--- src/rtl/sata_axi_regs.sv ---
// AXI3 slave register file for the SATA host GP1 port: 2^REG_ADDR_BITS x 32-bit words,
// byte-lane writes, FIXED/INCR bursts, and a write strobe toward the SATA control logic.
module sata_axi_regs #(
    parameter int REG_ADDR_BITS = 4
) (
    input  logic                     ACLK,
    input  logic                     ARESETN,
    input  logic [31:0]              AWADDR,
    input  logic                     AWVALID,
    output logic                     AWREADY,
    input  logic [11:0]              AWID,
    input  logic [3:0]               AWLEN,
    input  logic [1:0]               AWSIZE,
    input  logic [1:0]               AWBURST,
    input  logic [31:0]              WDATA,
    input  logic [3:0]               WSTRB,
    input  logic                     WVALID,
    output logic                     WREADY,
    input  logic [11:0]              WID,
    input  logic                     WLAST,
    output logic                     BVALID,
    input  logic                     BREADY,
    output logic [11:0]              BID,
    output logic [1:0]               BRESP,
    input  logic [31:0]              ARADDR,
    input  logic [11:0]              ARID,
    input  logic [3:0]               ARLEN,
    input  logic [1:0]               ARSIZE,
    input  logic [1:0]               ARBURST,
    input  logic                     ARVALID,
    output logic                     ARREADY,
    output logic [31:0]              RDATA,
    output logic                     RVALID,
    input  logic                     RREADY,
    output logic [11:0]              RID,
    output logic                     RLAST,
    output logic [1:0]               RRESP,
    output logic                     reg_wr_stb,
    output logic [REG_ADDR_BITS-1:0] reg_wr_addr,
    output logic [31:0]              reg_wr_data,
    output logic [1:0]               wr_state_dbg,
    output logic                     rd_state_dbg
);
    localparam int NREGS = 1 << REG_ADDR_BITS;

    typedef enum logic [1:0] {W_IDLE = 2'd0, W_DATA = 2'd1, W_RESP = 2'd2} wr_state_t;
    typedef enum logic {R_IDLE = 1'b0, R_DATA = 1'b1} rd_state_t;
    typedef logic [REG_ADDR_BITS-1:0] idx_t;

    logic [31:0] regs [NREGS];
    logic        rst_done;
    wr_state_t   wr_state, wr_next;
    rd_state_t   rd_state, rd_next;
    idx_t        wr_idx, rd_idx, rd_next_idx;
    logic [3:0]  wr_cnt, rd_cnt;
    logic        wr_fixed, rd_fixed, wr_err;
    logic        aw_hs, w_hs, b_hs, ar_hs, r_hs, w_final;
    logic [31:0] w_merged;
    logic        unused_ok;

    assign unused_ok = &{1'b0, AWSIZE, ARSIZE, WID, AWADDR[31:REG_ADDR_BITS+2], AWADDR[1:0],
                         ARADDR[31:REG_ADDR_BITS+2], ARADDR[1:0]};

    // Every channel transfers on a rising edge where its VALID and READY are both high;
    // a source holds VALID and payload stable until that edge.
    assign aw_hs = AWVALID && AWREADY;
    assign w_hs  = WVALID && WREADY;
    assign b_hs  = BVALID && BREADY;
    assign ar_hs = ARVALID && ARREADY;
    assign r_hs  = RVALID && RREADY;

    assign wr_state_dbg = wr_state;
    assign rd_state_dbg = rd_state;
    assign RRESP        = 2'b00;

    // Keeps both address channels closed until the first edge with reset released.
    always_ff @(posedge ACLK) begin
        rst_done <= ARESETN;
    end

    // ---------------- write FSM ----------------
    always_ff @(posedge ACLK) begin
        if (!ARESETN) wr_state <= W_IDLE;
        else          wr_state <= wr_next;
    end

    assign w_final = (wr_cnt == 4'd0) || WLAST;

    always_comb begin
        wr_next = wr_state;
        case (wr_state)
            W_IDLE:  if (aw_hs) wr_next = W_DATA;
            W_DATA:  if (w_hs && w_final) wr_next = W_RESP;
            W_RESP:  if (b_hs) wr_next = W_IDLE;
            default: wr_next = W_IDLE;
        endcase
    end

    always_comb begin
        AWREADY = rst_done && (wr_state == W_IDLE);
        WREADY  = (wr_state == W_DATA);
        BVALID  = (wr_state == W_RESP);
        BRESP   = (BVALID && wr_err) ? 2'b10 : 2'b00;
    end

    always_comb begin
        w_merged = regs[wr_idx];
        for (int i = 0; i < 4; i++) begin
            if (WSTRB[i]) w_merged[8*i +: 8] = WDATA[8*i +: 8];
        end
    end

    always_ff @(posedge ACLK) begin
        if (!ARESETN) begin
            wr_idx      <= '0;
            wr_cnt      <= '0;
            wr_fixed    <= 1'b0;
            wr_err      <= 1'b0;
            BID         <= '0;
            reg_wr_stb  <= 1'b0;
            reg_wr_addr <= '0;
            reg_wr_data <= '0;
            for (int i = 0; i < NREGS; i++) regs[i] <= '0;
        end else begin
            reg_wr_stb <= 1'b0;
            if (aw_hs) begin
                wr_idx   <= AWADDR[REG_ADDR_BITS+1:2];
                wr_cnt   <= AWLEN;
                wr_fixed <= (AWBURST == 2'b00);
                BID      <= AWID;
            end
            if (w_hs) begin
                regs[wr_idx] <= w_merged;
                reg_wr_stb   <= 1'b1;
                reg_wr_addr  <= wr_idx;
                reg_wr_data  <= w_merged;
                wr_cnt       <= wr_cnt - 1'b1;
                if (!wr_fixed) wr_idx <= wr_idx + 1'b1;
                // WLAST must coincide exactly with the counted final beat
                if (WLAST != (wr_cnt == 4'd0)) wr_err <= 1'b1;
            end
            if (b_hs) wr_err <= 1'b0;
        end
    end

    // ---------------- read FSM ----------------
    always_ff @(posedge ACLK) begin
        if (!ARESETN) rd_state <= R_IDLE;
        else          rd_state <= rd_next;
    end

    always_comb begin
        rd_next = rd_state;
        case (rd_state)
            R_IDLE:  if (ar_hs) rd_next = R_DATA;
            R_DATA:  if (r_hs && (rd_cnt == 4'd0)) rd_next = R_IDLE;
            default: rd_next = R_IDLE;
        endcase
    end

    always_comb begin
        ARREADY = rst_done && (rd_state == R_IDLE);
        RVALID  = (rd_state == R_DATA);
    end

    assign rd_next_idx = rd_fixed ? rd_idx : rd_idx + 1'b1;

    // RDATA samples the array before any same-edge write lands, so a collision returns the old word.
    always_ff @(posedge ACLK) begin
        if (!ARESETN) begin
            rd_idx   <= '0;
            rd_cnt   <= '0;
            rd_fixed <= 1'b0;
            RID      <= '0;
            RDATA    <= '0;
            RLAST    <= 1'b0;
        end else if (ar_hs) begin
            rd_idx   <= ARADDR[REG_ADDR_BITS+1:2];
            rd_cnt   <= ARLEN;
            rd_fixed <= (ARBURST == 2'b00);
            RID      <= ARID;
            RDATA    <= regs[ARADDR[REG_ADDR_BITS+1:2]];
            RLAST    <= (ARLEN == 4'd0);
        end else if (r_hs) begin
            if (rd_cnt == 4'd0) begin
                RLAST <= 1'b0;
            end else begin
                rd_idx <= rd_next_idx;
                rd_cnt <= rd_cnt - 1'b1;
                RDATA  <= regs[rd_next_idx];
                RLAST  <= (rd_cnt == 4'd1);
            end
        end
    end
endmodule

--- config.mk ---
export PLATFORM = sky130hd
export DESIGN_NAME = sata_axi_regs
export DESIGN_NICKNAME = d
export VERILOG_FILES = /design/src/rtl/sata_axi_regs.sv
export SDC_FILE = /design/constraint.sdc
export NUM_CORES = 1
export LEC_CHECK = 0
export CORE_UTILIZATION = 30
export DETAILED_ROUTE_END_ITERATION = 6
export PLACE_DENSITY = 0.56
export SLEW_MARGIN = 30
export SYNTH_ARGS = -nofsm -noshare
export SYNTH_HDL_FRONTEND = slang
export SYNTH_SLANG_ARGS = --single-unit
--- constraint.sdc ---
create_clock -name ACLK -period 2.83 [get_ports ACLK]
set_clock_uncertainty 0.1 [all_clocks]
set_input_delay 0.283 -clock ACLK [delete_from_list [all_inputs] [get_ports ACLK]]
set_output_delay 0.283 -clock ACLK [all_outputs]
set_load 0.02 [all_outputs]
==> flow_metrics.env <==
export IMPL_avgSynthCellArea_um2=13.0
export IMPL_post_route_worst_setup_slack_ns=0.0417
export IMPL_synthCells=3045
export IMPL_num_rows=132
export IMPL_first_global_vias=29000
export IMPL_final_util_pct=36.5
export IMPL_drt_total_wl_um=149000
export IMPL_synth_main_ff_cell="edfxtp_1"
export IMPL_antenna_found_initial=2
export IMPL_core_area_um2=130000
export IMPL_crit_path_start="wr_idx[0]"
export IMPL_synth_async_sr_flop_share_pct=0
export IMPL_initialDrtViolationCount=3524
export IMPL_via_count=29800
export IMPL_synth_top_cells_by_count="520 x nor2_1, 512 x edfxtp_1, 416 x mux4_2, 178 x mux2_2, 171 x clkbuf_1"
export IMPL_yosys_register_bits=629
export IMPL_syn_cell_area_um2=39500
export IMPL_fp_dieArea_um2=133000
export IMPL_layout_drive_gt1_share_pct=31.8
export IMPL_timing_hold_ws_ns=0.0356
export IMPL_cts_root_buf="clkbuf_16"
export IMPL_die_w_um=365
export IMPL_synth_area_leaders="edfxtp_1 39%, mux4_2 24%, dfxtp_1 5.9%"
export IMPL_hp_class="in2reg"
export IMPL_yosysSeqAreaShare_pct=44.8
export IMPL_worstSetupPathType="reg2reg"
export IMPL_worst_slew_pin_slew_ns=0.907
export IMPL_period_minus_slack_ns=2.79
export IMPL_io_pins=266
export IMPL_reg2reg_to="regs[12][24]"
export IMPL_path_max_fanout=79
export IMPL_critPathArrivalTime_ns=3.07
export IMPL_fin_area_um2=47500
export IMPL_die_h_um=365
export IMPL_endpoint="regs[12][24]"
export IMPL_cts_made_buffers=78
export IMPL_finalPower_mw=25.7
export IMPL_p_per_area_nw_per_um2=542
export IMPL_outcome="completed"
export IMPL_cts_tree="done"
export IMPL_synth_cell_types=58
export IMPL_track_usage_pct=22.0
export IMPL_clkLatencyLatePin_ns=0.66
export IMPL_max_freq_ghz=0.359
export IMPL_clk_pin_slew_worst_paths_ns=0.06
export IMPL_placed_area_um2=45000
export IMPL_ant_nets=0
export IMPL_start_util_pct=30.4
export IMPL_timing_final_crit_share_pct=98.5
export IMPL_post_drt_wl_per_cell_um=29.8
export IMPL_ir_worst_vdd_mv=0.378
export IMPL_synth_top_area_share_pct=38.9
export IMPL_areaGrowthSynthToFinish_pct=20.1
export IMPL_setup_viol=0
export IMPL_start_kind="flop"
export IMPL_htree_levels=3
export IMPL_r2r_start="wr_idx[0]"
export IMPL_cts_sinks=629
export IMPL_regToRegSetupSlack_ns=0.04
export IMPL_overflow=0
export IMPL_cp_end_kind="flop"
export IMPL_post_route_drc_count=0
export IMPL_worstRegToRegCells=6
export IMPL_yosys_area_top_type="edfxtp_1"
export IMPL_ys_warn_count=0
export IMPL_final_max_slew_viol_count=0
export IMPL_pre_cts_ws_ns=0.0897
export IMPL_leakagePower_nw=15.5
export IMPL_drt_pass1_iterations=6
export IMPL_yosysMostFrequentCell="nor2_1"
export IMPL_cp_required_ns=3.11
export IMPL_grt_max_degree=80
export IMPL_slew_limit_headroom_pct=39.6
export IMPL_routed_via_density=5.97
export IMPL_grt_pass1_wl_um=211000
export IMPL_ctsHoldBuffers=0
export IMPL_hold_viol_final=0
export IMPL_cap_violations=0
export IMPL_synth_edf_count=512
export IMPL_clk_path_buf_depth=3
export IMPL_nets=3369
export IMPL_io_buffer_count=190
export IMPL_dp_hpwl_um=89700
export IMPL_rsz0062_at_grt="false"
export IMPL_place_congestion=0.855
timing repair:
action | 4_1_cts | 5_1_grt
resized for setup | 0 | 1
endpoints found under the setup margin | 0 | 20
buffers inserted | 0 | 2
cells by family after synthesis:
kind of cell	Yosys count	share of synthesized area, %
AO/OA/AOI/OAI	576	10.4
XOR/XNOR	1	0.0222
buffers and inverters	352	4.47
AND/OR/NAND/NOR	758	7.89
multiplexers	718	32.1
adder cells (fa/ha/maj)	10	0.317
flip-flops	629	44.8
other	1	0.00949
per-layer routing:
layer,up-vias,global-route usage [%],part of all wire [%]
li1,12400,-,-
met5,-,0,0.0054
met4,2,8.97,4.2
met3,333,4.65,9.9
met2,1802,36.5,48
met1,15300,27.8,38
sequential cells by signal, indices dropped and copies added, names as in the netlist, 2 cells and up:
signal	count
RDATA	32
wr_cnt	4
rd_idx	4
RID	12
rd_cnt	4
reg_wr_data	32
regs	512
reg_wr_addr	4
wr_idx	4
wr_state_dbg	2
BID	12
final cells by class:
type,instances,area [um2]
sequential,629,17700
clock buffer,109,2220
inverter,13,50.0
multi-input combinational,2066,20200
clock inverter,32,180
tap,1742,2180
antenna,1,2.50
timing repair buffer,411,4880
fill,12600,82700
worst max-delay path: stages, from the launching register on:
cell and delay [ns]:
dfxtp_4 0.44, buf_12 0.46, mux4_2 0.42, a22oi_1 0.30
a21oi_1 0.19, a21oi_4 0.42, nor2_1 0.09
through the flow:
stage,instances,TNS (ns)
after floorplan,3047,-21.85
after global placement,4859,0
after detailed placement,4859,0
after CTS,5000,0
after global routing,5002,0
final,5003,0
cells in the final DEF, fill, tap and decap left out, types with 66 or more instances in the layout:
| master | instances |
|---|---|
| nor2_1 | 518 |
| edfxtp_1 | 512 |
| mux4_2 | 416 |
| clkdlybuf4s50_1 | 186 |
| mux2_2 | 178 |
| a21oi_1 | 132 |
| mux2i_1 | 120 |
| buf_4 | 116 |
| dfxtp_1 | 112 |
| nand2_1 | 105 |
| buf_12 | 105 |
| clkbuf_16 | 81 |
| o21ai_0 | 75 |
| a221oi_1 | 68 |
| a22oi_1 | 66 |
power by group:
group / internal, mW / switching [mW]
logic: 2.54 / 2.78
registers: 10.4 / 0.376
clock network: 5.54 / 4.10
how the worst min path moves through the flow:
stage	depth (start not counted)	slack (ns)	to	startpoint
4_1_cts	3	0.0003	reg_wr_data[31]	ARESETN
6_report	3	0.04	reg_wr_data[22]	ARESETN
3_3_place_gp	2	0.34	RID[9]	RID[9]
5_1_grt	3	0.04	reg_wr_data[23]	ARESETN
3_5_place_dp	2	0.35	BID[9]	BID[9]
2_1_floorplan	0	0.21	rst_done	ARESETN
(Power assumes the default switching activity.)
==> variant: new RTL, same settings <==
Put one more register stage on the output `wr_state_dbg`, with the module's reset. The value now appears one clock later. The other outputs are not delayed to match.
--- a/src/rtl/sata_axi_regs.sv
+++ b/src/rtl/sata_axi_regs.sv
@@ -69,7 +69,13 @@
     assign ar_hs = ARVALID && ARREADY;
     assign r_hs  = RVALID && RREADY;
 
-    assign wr_state_dbg = wr_state;
+    always_ff @(posedge ACLK) begin
+        if (!ARESETN) begin
+            wr_state_dbg <= '0;
+        end else begin
+            wr_state_dbg <= wr_state;
+        end
+    end
     assign rd_state_dbg = rd_state;
     assign RRESP        = 2'b00;
 
Formal check against the unedited RTL: not equivalent (Yosys sat finds a counterexample within 4 cycles, from zero or initial values and one cycle with ARESETN low).
==> variant against the original RTL <==
Worst setup slack improved by 0.14 ns. Sequential cell count is 2 higher. Non-clock buffer count is 5 lower. Area after synthesis is 0.15% lower. Power increased by 0.84%. Global-route usage decreased by 0.93 points. Critical endpoint is now regs[14][7]. Cell count down 3.3%. Final area increased by 0.26%. Critical path depth is 2 higher. Count of clock-buffer cells in the layout decreased by 9. The run now ends with DRC left. Sequential share of layout area about the same. Routed wire length shrank 5.2%. Die area decreased by 0.15%.
==> variant: results (changes against the original RTL) <==
Worst hold path
  – HP Start: ARID[6]

Yosys
  – Post-synthesis sequential area ratio: 45.02% (+0.17 points)
  – Netlist cell types: 55 (-5.2%)
  – Synth Area per Inst: 13.82 µm² (+6.5%)

Layout
  – Share of cells above drive strength 1: 32.64% (+0.87 points)
  – NumNets Final: 3204 (-4.9%)

GRT
  – Met1 Use GR: 26.83% (-1.0 points)
  – Pin count of the biggest net entering global routing: 56 (-30%)
  – Initial antenna violation count: 0 (-2)
  – M3 GR Usage: 3.590% (-1.1 points)
  – Gr usage total: 21.10% (-0.93 points)
  – GR Util met2: 35.43% (-1.1 points)

Worst setup path
  – CP Capture Point: regs[14][7]
  – Critical path's top delay family: multiplexers

Placement
  – HPWL after DPL: 86480 µm (-3.6%)
  – Routability Congestion: 0.8283 (-3.1%)
  – Dpl cells: 4697 (-3.3%)

Run status
  – Run status: complete, but fails checks
  – Failing checks: DRC

Routing
  – Initial DRC Count: 3173 (-10%)
  – Drc violations: 1 (+1)
  – Routed metal-1 wirelength: 54050 µm (-3.6%)
  – Vias: 28.27k (-5.3%)

Timing
  – Fmax: 0.3769 GHz (+5.1%)
  – Slew headroom: 34.79% (-4.8 points)

Clocking
  – Number of CTS-inserted buffers: 76 (-2.6%)

Power and ir drop
  – Seq pwr share: 41.5% (-0.3 points)
  – Maximum VDD drop: 0.0004122 V (+8.9%)
variant: cell types whose count changed after synthesis, moves of 31 or more:
cell	change
mux4_2	+60
mux2i_1	+74
o221ai_1	+31
a221oi_1	-63
mux2_2	-54
o21a_1	+31
o21ai_0	-34
a21oi_1	-86
a31oi_1	-31
a22oi_1	-65
variant: kinds of logic after synthesis:
| kind of cell | synth area share (%) |
|---|---|
| fa+ha+maj | 0.3172 |
| buf+inv | 4.006 |
| flops | 45.02 |
| compound gates | 7.321 |
| other cells | 0.009507 |
| xor+xnor | 0.08884 |
| simple gates | 7.594 |
| mux | 35.64 |
variant: area by class of cell:
cell class / count / area, µm²
Timing Repair Buffer: 406 / 4832
Clock buffer: 100 / 2106
Multi-Input combinational cell: 1908 / 20290
Clock inverter: 41 / 349.1
Sequential cell: 631 / 17780
Fill cell: 12460 / 82400
Tap cell: 1742 / 2180
Inverter: 11 / 43.79
